`config.mk`:
```
export PLATFORM = sky130hd
export DESIGN_NAME = fp_stream_minmax
export DESIGN_NICKNAME = d
export VERILOG_FILES = /design/src/rtl/fp_stream_minmax.sv
export SDC_FILE = /design/constraint.sdc
export NUM_CORES = 1
export LEC_CHECK = 0
export BUFFER_PORTS_ARGS = -buffer_cell sky130_fd_sc_hd__clkbuf_2
export CAP_MARGIN = 10
export CORE_MARGIN = 2
export CORE_UTILIZATION = 23
export CTS_BUF_LIST = sky130_fd_sc_hd__clkbuf_4
export CTS_CLUSTER_SIZE = 14
export DETAILED_ROUTE_END_ITERATION = 8
export SLEW_MARGIN = 0
export SYNTH_ARGS = -nofsm -noshare
export SYNTH_HDL_FRONTEND = slang
export SYNTH_SLANG_ARGS = --single-unit
```
`constraint.sdc`:
```
create_clock -name clk -period 3 [get_ports clk]
set_clock_uncertainty 0.15 [all_clocks]
set_input_delay 0.3 -clock clk [delete_from_list [all_inputs] [get_ports clk]]
set_output_delay 0.3 -clock clk [all_outputs]
set_load 0.01 [all_outputs]
```
`src/rtl/fp_stream_minmax.sv`:
```
// Streaming IEEE-754 min/max reduction over s_last-delimited packets, one operand per cycle.
// Define FP_MINMAX_ARGIDX_EN to add the m_idx output reporting the winning operand's index.
module fp_stream_minmax #(
    parameter int unsigned EXP_W  = 8,
    parameter int unsigned FRAC_W = 23,
    parameter int unsigned CNT_W  = 16
) (
    input  logic                    clk,
    input  logic                    rst,
    input  logic                    s_valid,
    output logic                    s_ready,
    input  logic [EXP_W+FRAC_W:0]   s_data,
    input  logic                    s_last,
    input  logic                    op_min,
    output logic                    m_valid,
    input  logic                    m_ready,
    output logic [EXP_W+FRAC_W:0]   m_data,
    output logic [CNT_W-1:0]        m_count,
`ifdef FP_MINMAX_ARGIDX_EN
    output logic [CNT_W-1:0]        m_idx,
`endif
    output logic                    m_ovf
);

    localparam int unsigned W = 1 + EXP_W + FRAC_W;
    localparam logic [CNT_W-1:0] CntMax = '1;

    typedef enum logic [1:0] {StIdle, StAccum, StOut} state_e;

    state_e           r_state;
    state_e           w_state_nxt;

    logic [W-1:0]     r_acc;
    logic [CNT_W-1:0] r_cnt;
    logic             r_mode;
    logic             r_ovf;
    logic [W-1:0]     r_m_data;
    logic [CNT_W-1:0] r_m_count;
    logic             r_m_ovf;

    logic             w_accept;
    logic             w_first;
    logic             w_acc_nan;
    logic             w_in_nan;
    logic             w_take;
    logic             w_cnt_sat;
    logic [W-1:0]     w_acc_nxt;
    logic [CNT_W-1:0] w_cnt_nxt;
    logic             w_ovf_nxt;
    logic             w_mode_nxt;

`ifdef FP_MINMAX_ARGIDX_EN
    logic [CNT_W-1:0] r_idx;
    logic [CNT_W-1:0] r_m_idx;
    logic [CNT_W-1:0] w_idx_nxt;
`endif

    function automatic logic is_nan(input logic [W-1:0] v);
        return (&v[W-2:FRAC_W]) && (|v[FRAC_W-1:0]);
    endfunction

    // Strict IEEE ordering on non-NaN bit patterns; bit-equal operands are never greater.
    function automatic logic greater(input logic [W-1:0] a, input logic [W-1:0] b);
        if (a[W-1] != b[W-1]) begin
            return !a[W-1];
        end else if (!a[W-1]) begin
            return a[W-2:0] > b[W-2:0];
        end else begin
            return a[W-2:0] < b[W-2:0];
        end
    endfunction

    assign w_accept  = s_valid && s_ready;
    assign w_first   = (r_state == StIdle);
    assign w_acc_nan = is_nan(r_acc);
    assign w_in_nan  = is_nan(s_data);
    assign w_cnt_sat = (r_cnt == CntMax);

    always_comb begin
        w_take = 1'b0;
        if (w_acc_nan) begin
            w_take = !w_in_nan;
        end else if (!w_in_nan) begin
            w_take = r_mode ? greater(r_acc, s_data) : greater(s_data, r_acc);
        end
    end

    always_comb begin
        w_acc_nxt  = r_acc;
        w_cnt_nxt  = r_cnt;
        w_ovf_nxt  = r_ovf;
        w_mode_nxt = r_mode;
        if (w_first) begin
            w_acc_nxt  = s_data;
            w_cnt_nxt  = CNT_W'(1);
            w_ovf_nxt  = 1'b0;
            w_mode_nxt = op_min;
        end else begin
            if (w_take) begin
                w_acc_nxt = s_data;
            end
            w_cnt_nxt = w_cnt_sat ? r_cnt : r_cnt + CNT_W'(1);
            w_ovf_nxt = r_ovf | w_cnt_sat;
        end
    end

`ifdef FP_MINMAX_ARGIDX_EN
    // r_cnt equals the current beat's index and already saturates with the count.
    always_comb begin
        w_idx_nxt = r_idx;
        if (w_first) begin
            w_idx_nxt = '0;
        end else if (w_take) begin
            w_idx_nxt = r_cnt;
        end
    end
`endif

    always_ff @(posedge clk) begin
        if (rst) begin
            r_state <= StIdle;
        end else begin
            r_state <= w_state_nxt;
        end
    end

    always_comb begin
        w_state_nxt = r_state;
        unique case (r_state)
            StIdle, StAccum: begin
                if (w_accept) begin
                    w_state_nxt = s_last ? StOut : StAccum;
                end
            end
            StOut: begin
                if (m_ready) begin
                    w_state_nxt = StIdle;
                end
            end
            default: w_state_nxt = StIdle;
        endcase
    end

    always_comb begin
        s_ready = (r_state != StOut);
        m_valid = (r_state == StOut);
    end

    always_ff @(posedge clk) begin
        if (rst) begin
            r_acc     <= '0;
            r_cnt     <= '0;
            r_mode    <= 1'b0;
            r_ovf     <= 1'b0;
            r_m_data  <= '0;
            r_m_count <= '0;
            r_m_ovf   <= 1'b0;
        end else if (w_accept) begin
            r_acc  <= w_acc_nxt;
            r_cnt  <= w_cnt_nxt;
            r_mode <= w_mode_nxt;
            r_ovf  <= w_ovf_nxt;
            if (s_last) begin
                r_m_data  <= w_acc_nxt;
                r_m_count <= w_cnt_nxt;
                r_m_ovf   <= w_ovf_nxt;
            end
        end
    end

`ifdef FP_MINMAX_ARGIDX_EN
    always_ff @(posedge clk) begin
        if (rst) begin
            r_idx   <= '0;
            r_m_idx <= '0;
        end else if (w_accept) begin
            r_idx <= w_idx_nxt;
            if (s_last) begin
                r_m_idx <= w_idx_nxt;
            end
        end
    end

    assign m_idx = r_m_idx;
`endif

    assign m_data  = r_m_data;
    assign m_count = r_m_count;
    assign m_ovf   = r_m_ovf;

endmodule

```
==> results.yml <==
run_status:
  outcome: "complete, no violations"
clock_network:
  cts_num_sinks: 101
  clk_path_buf_depth: 2
  cts_setup_buffers: 0
  clkSlewWorstSetupHoldPaths_ns: 0.16
  cts_root_buf: "clkbuf_4"
  clkLatencyLatePin_ns: 0.48
  cts_tree: "yes"
  numCtsBuffers: 9
  htreeDepth: 3
drt:
  viasPerCell: 5.04
  totalWireLength_um: 18000
  vias: 5802
  drt_iter0_drc: 374
  first_pass_iters: 5
  ant_nets: 0
  drcViolationCount: 0
  wl_per_cell_um: 15.6
worst_setup_path:
  critPathRequiredTime_ns: 3.23
  arrival_ns: 3.10
  r2r_cells: 10
  crit_fanout: 12
  reg2reg_to: "m_data[1]$_SDFFE_PP0P_"
  r2r_start: "r_acc[24]$_SDFFE_PP0P_"
  path_class: "input port to flop"
  cp-start-kind: "input port"
  r2r_setup_slack_ns: 0.22
  cp-end-kind: "flop"
sta:
  finalSetupViolCount: 0
  max_slew_margin_pct: 57.4
  finalHoldViolCount: 0
  rsz0062_at_grt: "false"
  max_slew.worst_pin.slew_ns: 0.639
  tns_ns: 0
  fmax_mhz: 349
  fin_crit_sh_pct: 95.6
  fin_crit_ns: 2.87
  drv_slew: 0
die:
  rows: 58
  core-area_um2: 25100
  io_pins: 89
  die-area_um2: 26700
  die_x_um: 163
  die_h_um: 163
  start_util_pct: 23.3
pwr:
  cellLeakagePower_nw: 2.62
  pwr_density_cell_nw_per_um2: 427
  ir_worst_vdd_mv: 0.185
grt:
  grt_max_degree: 54
  grt_pass1_wl_um: 28900
  antenna_found_initial: 1
  track_usage_pct: 13.3
  gr-total-overflow: 0
  grt_pass1_vias: 5605
finish:
  fin_cells: 1152
  drive_above_1_share_pct: 20.3
  finalNetCount: 887
  fillCellCount: 2766
  area_growth_pct: 23.2
min_path:
  holdCritStartpoint: "s_data[6]"
  min_path_type: "input port to flop"
  min_to: "r_acc[6]$_SDFFE_PP0P_"
  min_path_cells: 4
yosys:
  synth_seq_cells: 101
  netlist_top_cells_count: "dfxtp_1, a21oi_1, nand2_1"
  synth_top_area_share_pct: 34.6
  synth.most_common_cell: "dfxtp_1"
  synth_edf_count: 0
  synth_cells: 723
  yosysWarningCount: 0
  async_flop_share_pct: 0
  synth_top_cell_by_area: "dfxtp_1"
  synth.area.top_cells: "dfxtp_1, a311oi_2, a21oi_1, ha_1, nand4_1"
  synth_ff_type: "dfxtp_1"
  seq_area_frac_synth_pct: 34.6
  syn_area_um2: 5850
  ys_types: 51
  syn_avg_cell_area_um2: 8.09
  synth_nets: 793
placed_design:
  place.gp.congestion: 0.786
  numPortBuffers: 88
  place_hpwl_um: 12100
  placed_cells: 1103
job:
  max_cap_violations: 0
-- logic make-up after synthesis --
group                    Yosys count  share of synthesized area, %
flip-flops                       101                          34.6
multiplexers                       1                         0.171
AO/OA/AOI/OAI                    217                          26.8
buffers and inverters            101                          8.02
AND/OR/NAND/NOR                  259                          21.8
XOR/XNOR                          12                          1.80
adder cells (fa/ha/maj)           32                          6.84
-- report_power, final --
| part | total [W] | leakage (nW) | internal (W) | switching (W) |
|---|---|---|---|---|
| sequential | 0.00148 | 0.826 | 0.00142 | 0.0000643 |
| combinational | 0.000768 | 1.71 | 0.000308 | 0.000461 |
| clock | 0.000829 | 0.0796 | 0.000334 | 0.000495 |
-- cell type report --
cell class	instances	area, um2	share of cell area [%]
Clock inverter	6	88.8	1.23
Inverter	39	146	2.03
Timing Repair Buffer	145	1090	15.2
Multi-Input combinational cell	521	3370	46.8
Clock buffer	9	67.6	0.938
Tap cell	330	413	5.73
Antenna cell	1	2.50	0.0347
Sequential cell	101	2020	28.1
-- placed cells by master (no fill, tap or decap), drive strengths merged, types with 4 or more instances in the layout --
cell / netlist / layout
a2111oi: 4 / 4
a211oi: 6 / 6
a21oi: 83 / 83
a311oi: 32 / 32
and2: 4 / 4
buf: 33 / 25
clkbuf: 29 / 97
dfxtp: 101 / 101
dlygate4sd3: 0 / 32
ha: 32 / 32
inv: 39 / 39
nand2: 74 / 74
nand3: 41 / 41
nand4: 47 / 47
nor2: 58 / 58
nor3: 12 / 12
nor4: 14 / 14
o21ai: 42 / 42
o31ai: 32 / 32
xnor2: 10 / 10
-- state kept, by name, indices dropped and copies added, names as in the netlist --
signal and cells:
m_count 16, m_data 32, m_ovf 1, r_acc 32
r_cnt 16, r_mode 1, r_ovf 1, r_state 2
-- routing by layer --
metal	up-vias	track usage (%)	share of wire [%]
li1	2869	-	-
met1	2777	17.7	47
met2	146	22.0	47
met3	10	3.05	5.5
met4	0	2.71	0.85
met5	-	0	0
-- worst max-delay path: stages --
cell           delay [ns]
dlygate4sd3_1        0.54
clkbuf_2             0.16
ha_1                 0.32
nand4_1              0.23
nor3_1               0.08
a221oi_1             0.32
a211o_1              0.22
and3_4               0.32
buf_4                0.22
nand3_1              0.09
a311oi_1             0.29
-- through the flow --
stage / power, W / hold slack (ns) / util, % / instance area (um2) / setup WS, ns
2_1_floorplan: 0.00199 / 0.263 / - / 5850 / 0.543
3_3_place_gp: 0.00222 / 0.298 / 26.6 / 6690 / 0.212
3_5_place_dp: 0.00223 / 0.300 / 26.6 / 6690 / 0.135
4_1_cts: 0.00311 / 0.0621 / 28.5 / 7170 / 0.0944
5_1_grt: 0.00326 / 0.0913 / 28.7 / 7210 / 0.00348
6_report: 0.00308 / 0.0907 / 28.7 / 7210 / 0.132
-- timing repair --
action,CTS,global route
setup endpoints to repair,0,18
endpoints found under the hold margin,60,0
resized for setup,0,2
hold buffers,32,0
-- how the worst max path moves through the flow --
stage / start / endpoint
floorplan: r_acc[26]$_SDFFE_PP0P_ / r_acc[26]$_SDFFE_PP0P_
global placement: s_data[26] / m_data[27]$_SDFFE_PP0P_
detailed placement: s_data[26] / m_data[2]$_SDFFE_PP0P_
CTS: s_data[26] / m_data[2]$_SDFFE_PP0P_
global route: s_data[26] / m_data[2]$_SDFFE_PP0P_
finish: s_data[24] / m_data[1]$_SDFFE_PP0P_
(Power assumes the default switching activity.)
